### config.mk
export PLATFORM = sky130hd
export DESIGN_NAME = loop_sequencer
export DESIGN_NICKNAME = d
export VERILOG_FILES = /design/src/rtl/loop_seq_pkg.sv /design/src/rtl/loop_stack.sv /design/src/rtl/loop_sequencer.sv
export SDC_FILE = /design/constraint.sdc
export NUM_CORES = 1
export LEC_CHECK = 0
export CAP_MARGIN = 10
export CORE_MARGIN = 2
export CORE_UTILIZATION = 40
export DETAILED_ROUTE_END_ITERATION = 8
export PLACE_DENSITY = 0.58
export SETUP_SLACK_MARGIN = 0.3
export SYNTH_ARGS = -nofsm -noshare
export SYNTH_HDL_FRONTEND = slang
export SYNTH_SLANG_ARGS = --single-unit
### constraint.sdc
create_clock -name clk -period 8.2 [get_ports clk]
set_input_delay 1.64 -clock clk [delete_from_list [all_inputs] [get_ports clk]]
set_output_delay 1.64 -clock clk [all_outputs]
set_load 0.05 [all_outputs]
### src/rtl/loop_seq_pkg.sv
`default_nettype none
`timescale 1ns/1ps
// ============================================================================
//  Module   : loop_seq_pkg
//  Purpose  : Shared defaults, loop frame layout and next-state action codes
//             for the zero-overhead loop sequencer.
//  Contents : PC_W_DEF / CNT_W_DEF / DEPTH_DEF  default widths and depth
//             loop_frame_t                      frame layout at default widths
//             seq_act_t                         per-edge action selected
//  Revision : 1.0  initial release
// ============================================================================
package loop_seq_pkg;

  localparam int PC_W_DEF  = 8;
  localparam int CNT_W_DEF = 8;
  localparam int DEPTH_DEF = 4;

  // One loop frame. "end" is a reserved word, hence the _pc suffixes.
  typedef struct packed {
    logic [PC_W_DEF-1:0]  start_pc;
    logic [PC_W_DEF-1:0]  end_pc;
    logic [CNT_W_DEF-1:0] reps;
    logic [CNT_W_DEF-1:0] iter;
  } loop_frame_t;

  // What the sequencer does on the coming clock edge.
  typedef enum logic [2:0] {
    ACT_HOLD   = 3'd0,  // stalled
    ACT_BRANCH = 3'd1,  // jump, flush all frames
    ACT_PUSH   = 3'd2,  // accepted loop instruction
    ACT_SKIP   = 3'd3,  // zero-length or zero-rep loop, jump over body
    ACT_REJECT = 3'd4,  // illegal loop, jump over body and flag error
    ACT_REPEAT = 3'd5,  // end of body, more iterations to go
    ACT_POP    = 3'd6,  // end of body, last iteration done
    ACT_STEP   = 3'd7   // plain pc+1
  } seq_act_t;

endpackage : loop_seq_pkg
`default_nettype wire

### src/rtl/loop_stack.sv
`default_nettype none
`timescale 1ns/1ps
// ============================================================================
//  Module   : loop_stack
//  Purpose  : LIFO of loop frames with push, pop, top-iteration update and
//             flush. Only one operation is requested per cycle by the owner.
//  Ports    : clk, rst (async, active low)
//             flush/pop/push/upd       operation strobes (flush wins)
//             push_start/end/reps      new frame fields (iter starts at 0)
//             upd_iter                 replacement iteration count of top
//             top_start/end/reps/iter  top frame fields, 0 when empty
//             depth, full, empty       occupancy
//  Revision : 1.0  initial release
// ============================================================================
module loop_stack
  import loop_seq_pkg::*;
#(
  parameter int PC_W  = PC_W_DEF,
  parameter int CNT_W = CNT_W_DEF,
  parameter int DEPTH = DEPTH_DEF
) (
  input  logic                       clk,
  input  logic                       rst,
  input  logic                       flush,
  input  logic                       pop,
  input  logic                       push,
  input  logic                       upd,
  input  logic [PC_W-1:0]            push_start,
  input  logic [PC_W-1:0]            push_end,
  input  logic [CNT_W-1:0]           push_reps,
  input  logic [CNT_W-1:0]           upd_iter,
  output logic [PC_W-1:0]            top_start,
  output logic [PC_W-1:0]            top_end,
  output logic [CNT_W-1:0]           top_reps,
  output logic [CNT_W-1:0]           top_iter,
  output logic [$clog2(DEPTH+1)-1:0] depth,
  output logic                       full,
  output logic                       empty
);

  localparam int DW = $clog2(DEPTH + 1);
  // Index width kept at least 1 so DEPTH=1 still has a legal vector.
  localparam int IW = (DEPTH > 1) ? $clog2(DEPTH) : 1;

  logic [PC_W-1:0]  r_start [DEPTH];
  logic [PC_W-1:0]  r_end   [DEPTH];
  logic [CNT_W-1:0] r_reps  [DEPTH];
  logic [CNT_W-1:0] r_iter  [DEPTH];
  logic [DW-1:0]    r_count;

  logic [IW-1:0] w_top_idx;
  logic [IW-1:0] w_push_idx;

  assign w_top_idx  = IW'(r_count - 1'b1);
  assign w_push_idx = IW'(r_count);

  always_ff @(posedge clk or negedge rst) begin
    if (!rst) begin
      r_count <= '0;
      for (int i = 0; i < DEPTH; i++) begin
        r_start[i] <= '0;
        r_end[i]   <= '0;
        r_reps[i]  <= '0;
        r_iter[i]  <= '0;
      end
    end else if (flush) begin
      r_count <= '0;
    end else if (pop) begin
      r_count <= r_count - 1'b1;
    end else if (push) begin
      r_start[w_push_idx] <= push_start;
      r_end[w_push_idx]   <= push_end;
      r_reps[w_push_idx]  <= push_reps;
      r_iter[w_push_idx]  <= '0;
      r_count             <= r_count + 1'b1;
    end else if (upd) begin
      r_iter[w_top_idx] <= upd_iter;
    end
  end

  assign empty = (r_count == '0);
  assign full  = (r_count == DW'(DEPTH));
  assign depth = r_count;

  // Stale slots are masked so an empty stack reads as all-zero.
  assign top_start = empty ? '0 : r_start[w_top_idx];
  assign top_end   = empty ? '0 : r_end[w_top_idx];
  assign top_reps  = empty ? '0 : r_reps[w_top_idx];
  assign top_iter  = empty ? '0 : r_iter[w_top_idx];

endmodule : loop_stack
`default_nettype wire

### src/rtl/loop_sequencer.sv
`default_nettype none
`timescale 1ns/1ps
// ============================================================================
//  Module   : loop_sequencer
//  Purpose  : Program counter with hardware nested loops. A loop instruction
//             pushes a frame; when pc reaches the top frame's end the body is
//             repeated or the frame is popped.
//  Ports    : clk, rst (async, active low)
//             stall_en                 freeze everything this cycle
//             branch_en/target_address jump and flush all frames
//             loop_en/line_count/rep_count  loop instruction at current pc
//             pc, loop_depth, iter     current state (iter of top frame)
//             loop_done                pulse after a frame pops
//             loop_err                 sticky illegal-loop flag
//  Revision : 1.0  initial release
// ============================================================================
module loop_sequencer
  import loop_seq_pkg::*;
#(
  parameter int PC_W  = PC_W_DEF,
  parameter int CNT_W = CNT_W_DEF,
  parameter int DEPTH = DEPTH_DEF
) (
  input  logic                       clk,
  input  logic                       rst,
  input  logic                       stall_en,
  input  logic                       branch_en,
  input  logic [PC_W-1:0]            target_address,
  input  logic                       loop_en,
  input  logic [CNT_W-1:0]           line_count,
  input  logic [CNT_W-1:0]           rep_count,
  output logic [PC_W-1:0]            pc,
  output logic [$clog2(DEPTH+1)-1:0] loop_depth,
  output logic [CNT_W-1:0]           iter,
  output logic                       loop_done,
  output logic                       loop_err
);

  // Wide enough to hold pc+line_count without wrapping, so overflow past the
  // top of the address space is visible.
  localparam int SW = ((PC_W > CNT_W) ? PC_W : CNT_W) + 1;

  logic [PC_W-1:0]  r_pc;
  logic             r_done;
  logic             r_err;

  logic [PC_W-1:0]  w_top_start;
  logic [PC_W-1:0]  w_top_end;
  logic [CNT_W-1:0] w_top_reps;
  logic [CNT_W-1:0] w_top_iter;
  logic             w_full;
  logic             w_empty;

  logic [SW-1:0]    w_end_ext;
  logic             w_overflow;
  logic             w_zero_loop;
  logic             w_nest_bad;
  logic             w_at_end;
  logic [CNT_W:0]   w_iter_next;
  logic             w_more;
  logic [PC_W-1:0]  w_pc_inc;
  logic [PC_W-1:0]  w_pc_skip;
  seq_act_t         w_act;

  assign w_end_ext   = SW'(r_pc) + SW'(line_count);
  assign w_overflow  = |(w_end_ext >> PC_W);
  assign w_zero_loop = (line_count == '0) || (rep_count == '0);
  // An inner body must end strictly before the enclosing one, otherwise the
  // outer end would never be seen while the inner frame sits on top.
  assign w_nest_bad  = !w_empty && (w_end_ext >= SW'(w_top_end));
  assign w_at_end    = !w_empty && (r_pc == w_top_end);
  assign w_iter_next = {1'b0, w_top_iter} + 1'b1;
  assign w_more      = (w_iter_next < {1'b0, w_top_reps});
  assign w_pc_inc    = r_pc + 1'b1;
  assign w_pc_skip   = PC_W'(w_end_ext + 1'b1);

  always_comb begin
    w_act = ACT_STEP;
    if (stall_en) begin
      w_act = ACT_HOLD;
    end else if (branch_en) begin
      w_act = ACT_BRANCH;
    end else if (loop_en) begin
      if (w_zero_loop)
        w_act = ACT_SKIP;
      else if (w_full || w_overflow || w_nest_bad)
        w_act = ACT_REJECT;
      else
        w_act = ACT_PUSH;
    end else if (w_at_end) begin
      w_act = w_more ? ACT_REPEAT : ACT_POP;
    end
  end

  loop_stack #(
    .PC_W  (PC_W),
    .CNT_W (CNT_W),
    .DEPTH (DEPTH)
  ) u_stack (
    .clk        (clk),
    .rst        (rst),
    .flush      (w_act == ACT_BRANCH),
    .pop        (w_act == ACT_POP),
    .push       (w_act == ACT_PUSH),
    .upd        (w_act == ACT_REPEAT),
    .push_start (w_pc_inc),
    .push_end   (w_end_ext[PC_W-1:0]),
    .push_reps  (rep_count),
    .upd_iter   (w_iter_next[CNT_W-1:0]),
    .top_start  (w_top_start),
    .top_end    (w_top_end),
    .top_reps   (w_top_reps),
    .top_iter   (w_top_iter),
    .depth      (loop_depth),
    .full       (w_full),
    .empty      (w_empty)
  );

  always_ff @(posedge clk or negedge rst) begin
    if (!rst) begin
      r_pc   <= '0;
      r_done <= 1'b0;
      r_err  <= 1'b0;
    end else begin
      r_done <= 1'b0;
      case (w_act)
        ACT_HOLD:   r_pc <= r_pc;
        ACT_BRANCH: r_pc <= target_address;
        ACT_PUSH:   r_pc <= w_pc_inc;
        ACT_SKIP:   r_pc <= w_pc_skip;
        ACT_REJECT: begin
          r_pc  <= w_pc_skip;
          r_err <= 1'b1;
        end
        ACT_REPEAT: r_pc <= w_top_start;
        ACT_POP: begin
          r_pc   <= w_top_end + 1'b1;
          r_done <= 1'b1;
        end
        default:    r_pc <= w_pc_inc;
      endcase
    end
  end

  assign pc        = r_pc;
  assign iter      = w_top_iter;
  assign loop_done = r_done;
  assign loop_err  = r_err;

endmodule : loop_sequencer
`default_nettype wire

==> metrics.txt <==
# TYPE chip_impl_metric gauge
chip_impl_info{name="outcome",value="finished clean"} 1
chip_impl_info{name="clock-root-buffer",value="clkbuf_16"} 1
chip_impl_info{name="rr_endpoint",value="pc[6]"} 1
chip_impl_info{name="timing.hold.worst_endpoint",value="loop_err"} 1
chip_impl_metric{name="cts_resized",unit=""} 0
chip_impl_metric{name="antenna_cells_inserted",unit=""} 0
chip_impl_metric{name="grt.overflow.total",unit=""} 0
chip_impl_metric{name="required",unit="ns"} 8.51
chip_impl_metric{name="ir_worst_vdd",unit="mV"} 0.184
chip_impl_metric{name="pwr_density_cell",unit="nW/um^2"} 366
chip_impl_metric{name="yosys_warnings",unit=""} 0
chip_impl_metric{name="slew_headroom",unit="%"} 19.8
chip_impl_metric{name="worst_setup_hold_path_clk_slew",unit="ns"} 0.06
chip_impl_metric{name="total_routing_usage_gr",unit="%"} 22.5
chip_impl_metric{name="globalplace.congestion",unit=""} 0.945
chip_impl_metric{name="timing.final.max_slew_violations",unit=""} 0
chip_impl_metric{name="number_of_setup_buffers_added_after_cts",unit=""} 0
chip_impl_metric{name="dr.pass1.iters",unit=""} 5
chip_impl_metric{name="port-buffer-count",unit=""} 49
chip_impl_metric{name="drt-wirelength-per-cell",unit="um"} 21.9
chip_impl_metric{name="fin_worst_hold_slack",unit="ns"} 0.458
chip_impl_metric{name="synthesized_area_per_cell",unit="sq um"} 10.9
chip_impl_metric{name="setup-tns-final",unit="ns"} 0
chip_impl_metric{name="vias_per_cell",unit=""} 5.98
chip_impl_metric{name="die_w",unit="um"} 147
chip_impl_metric{name="critPathMaxStageDelay",unit="ns"} 0.81
chip_impl_info{name="end_kind",value="flop"} 1
chip_impl_metric{name="detail_route.drc_violations",unit=""} 0
chip_impl_metric{name="worst-r2r-cell-count",unit=""} 24
chip_impl_info{name="cts_tree",value="built"} 1
chip_impl_metric{name="nets_in_the_synthesized_netlist",unit=""} 820
chip_impl_metric{name="synth_top_area_share",unit="%"} 43.1
chip_impl_info{name="hp-start",value="loop_err"} 1
chip_impl_metric{name="grt_pass1_vias",unit=""} 6529
chip_impl_info{name="synth_top_cells_by_count",value="dfrtp_1, nand2_1, o21ai_0, mux2_2, nand3_1"} 1
chip_impl_info{name="grt_setup_unrepaired",value="false"} 1
chip_impl_info{name="timing.setup.critical_path_class",value="primary input to flop"} 1
chip_impl_metric{name="power.static_leakage",unit="nW"} 4.07
chip_impl_metric{name="final_min_period_over_clock_period",unit="%"} 80.6
chip_impl_metric{name="tightestPinTransition",unit="ns"} 1.20
chip_impl_metric{name="cts_buffer_depth",unit=""} 2
chip_impl_info{name="yosysMostFrequentCell",value="dfrtp_1"} 1
chip_impl_info{name="startpoint_type",value="primary input"} 1
chip_impl_info{name="synth_largest_area_cell",value="dfrtp_1"} 1
chip_impl_metric{name="critPathMaxFanout",unit=""} 26
chip_impl_metric{name="detailroute.via_count",unit=""} 6433
chip_impl_metric{name="num_io_pins",unit=""} 50
chip_impl_metric{name="synth_seq_cells",unit=""} 141
chip_impl_metric{name="timing.final.hold_violations",unit=""} 0
chip_impl_metric{name="die-area",unit="sq um"} 21600
chip_impl_metric{name="finalSetupViolCount",unit=""} 0
chip_impl_metric{name="cp_data_arrival_time",unit="ns"} 6.91
chip_impl_metric{name="ff2ff_setup_slack",unit="ns"} 1.68
chip_impl_metric{name="grt_start_max_net_pins",unit=""} 79
chip_impl_info{name="rr_startpoint",value="u_stack.depth[1]"} 1
chip_impl_info{name="synth_top_area_cells",value="dfrtp_1, mux2_2, mux4_2"} 1
chip_impl_metric{name="final.setup_skew",unit="ns"} 0.0157
chip_impl_metric{name="synthArstFlopShare",unit="%"} 100
chip_impl_metric{name="wire_length_reported_by_the_detailed_router",unit="mm"} 23.6
chip_impl_metric{name="dpl_cell_area",unit="sq um"} 8910
chip_impl_metric{name="final_layout_fill_cell_count",unit=""} 1835
chip_impl_metric{name="final_net_count",unit=""} 859
chip_impl_metric{name="place.detailed.hpwl",unit="mm"} 16.1
chip_impl_metric{name="flow.area_growth_from_synthesis",unit="%"} 15.7
chip_impl_metric{name="drtIter0Drc",unit=""} 517
chip_impl_metric{name="clock_latency",unit="ns"} 0.43
chip_impl_info{name="worst_path_max_delay_cell",value="nand2_1"} 1
chip_impl_info{name="cell_by_cell_listing_of_the_critical_path",value="clkdlybuf4s50_1, ha_1, fa_1, a211oi_1, nor2_1, nor2_1, ha_1, a211oi_1, nor2_1, a2111oi_2, o21ai_1, nor3_1, nand2_1, buf_4, mux2_2"} 1
chip_impl_metric{name="timing.fmax",unit="MHz"} 151
chip_impl_metric{name="min_delay_path_depth",unit=""} 1
chip_impl_metric{name="finalInstanceArea",unit="sq um"} 9470
chip_impl_metric{name="layout-drive-gt1-share",unit="%"} 19.7
chip_impl_metric{name="min_period",unit="ns"} 6.61
chip_impl_metric{name="netlist_area",unit="sq um"} 8190
chip_impl_metric{name="numClockSinks",unit=""} 141
chip_impl_metric{name="fp.dieH",unit="um"} 147
chip_impl_metric{name="timing.max_cap.violations",unit=""} 0
chip_impl_metric{name="grt_pass1_wl",unit="mm"} 37.4
chip_impl_info{name="hp-class",value="flop to flop"} 1
chip_impl_metric{name="rows",unit=""} 52
chip_impl_metric{name="synth-seq-area-share",unit="%"} 43.1
chip_impl_metric{name="coreArea",unit="sq um"} 20200
chip_impl_metric{name="synth_enable_flop_cells",unit=""} 0
chip_impl_metric{name="floorplan.initialDensity",unit="%"} 40.6
chip_impl_metric{name="synth_cell_types",unit=""} 70
chip_impl_metric{name="antenna_violating_nets_post_route",unit=""} 0
chip_impl_metric{name="htreeDepth",unit=""} 4
chip_impl_info{name="timing.critical_path.mode_cell",value="nor2_1"} 1
chip_impl_metric{name="synthesis.instances",unit=""} 754
chip_impl_metric{name="post_cts_hold_buffer_count",unit=""} 0
chip_impl_metric{name="antenna_found_initial",unit=""} 0
chip_impl_metric{name="cts_inserted_buffers",unit=""} 17
chip_impl_info{name="postSynth.topFlopCell",value="dfrtp_1"} 1
[cells in the final DEF, fill, tap and decap left out, types with 5 or more instances in the layout]
cell type,netlist,routed
nor2_1,21,21
nand4_2,5,5
nand2b_1,6,6
clkbuf_16,0,17
dfrtp_1,141,140
a211oi_1,7,7
o32ai_1,5,5
nand2_1,75,75
buf_4,0,9
xor2_1,11,11
nor4_1,6,6
a21o_1,6,6
o21ai_0,65,65
o211ai_1,6,6
and3_1,6,6
inv_1,23,23
a21oi_1,17,17
and2_1,12,12
ha_1,36,36
mux4_2,32,32
nand3_1,52,52
nand4_1,5,5
clkdlybuf4s50_1,0,48
mux2_2,64,64
nor3_1,10,10
o21ai_1,19,19
xnor2_1,19,19
[metrics by stage]
step	cells	total power, mW	setup slack [ns]	util, %
CTS	1076	3.45	1.67	47.0
global placement	1044	2.67	1.36	44.2
floorplan	754	2.19	1.37	-
finish	1076	3.47	1.59	47.0
global route	1076	3.67	1.24	47.0
detailed placement	1044	2.70	1.23	44.2
[power by group]
part / switching (mW) / internal, mW
clock: 0.327 / 0.423
combinational: 0.983 / 0.650
sequential: 0.174 / 0.911
total: 1.48 / 1.98
[final cells by class]
type                       count  area [sq um]  area share (%)
multi-input combinational    550          4390            46.3
sequential                   141          3530            37.3
timing repair buffer          58           559            5.90
clock buffer                  18           429            4.53
tap                          270           338            3.57
clock inverter                14           134            1.41
inverter                      25          93.8           0.990
[worst max-delay path by stage]
stage                           startpoint                end  slack [ns]  cells past startpoint
final                        line_count[0]  u_stack.r_end[22]        1.59                     15
after global routing         line_count[0]  u_stack.r_end[22]        1.24                     15
after CTS                    line_count[0]  u_stack.r_end[22]        1.67                     15
after detailed placement     line_count[0]  u_stack.r_end[22]        1.23                     15
after global placement       line_count[0]  u_stack.r_end[20]        1.36                     15
after floorplan           u_stack.depth[0]              pc[6]        1.37                     28
[per-layer routing]
layer | global-route usage (%) | share of wire (%) | vias up
li1 | - | - | 2885
met1 | 31.7 | 46 | 3270
met2 | 34.2 | 45 | 244
met3 | 6.30 | 7.7 | 34
met4 | 6.63 | 1.7 | 0
met5 | 0 | 0 | -
[kinds of logic after synthesis]
kind of cell	Yosys count	synth area share, %
compound gates	171	13.5
xor+xnor	30	3.21
fa+ha+maj	37	5.74
buf+inv	63	3.31
flops	141	43.1
mux	100	18.1
simple gates	212	13.1
[flip-flops by register name, indices dropped and copies added, names as in the netlist]
register,count
loop_done,1
loop_err,1
pc,8
u_stack.depth,3
u_stack.r_end,32
u_stack.r_iter,32
u_stack.r_reps,32
u_stack.r_start,32
[critical path: cells and delay by family]
kind            cells  cell delay, ns
simple gates        5            1.93
compound gates      4            1.10
fa+ha+maj           3            1.05
buf+inv             2            0.91
mux                 1            0.28
Power figures use the tool's default switching activity.
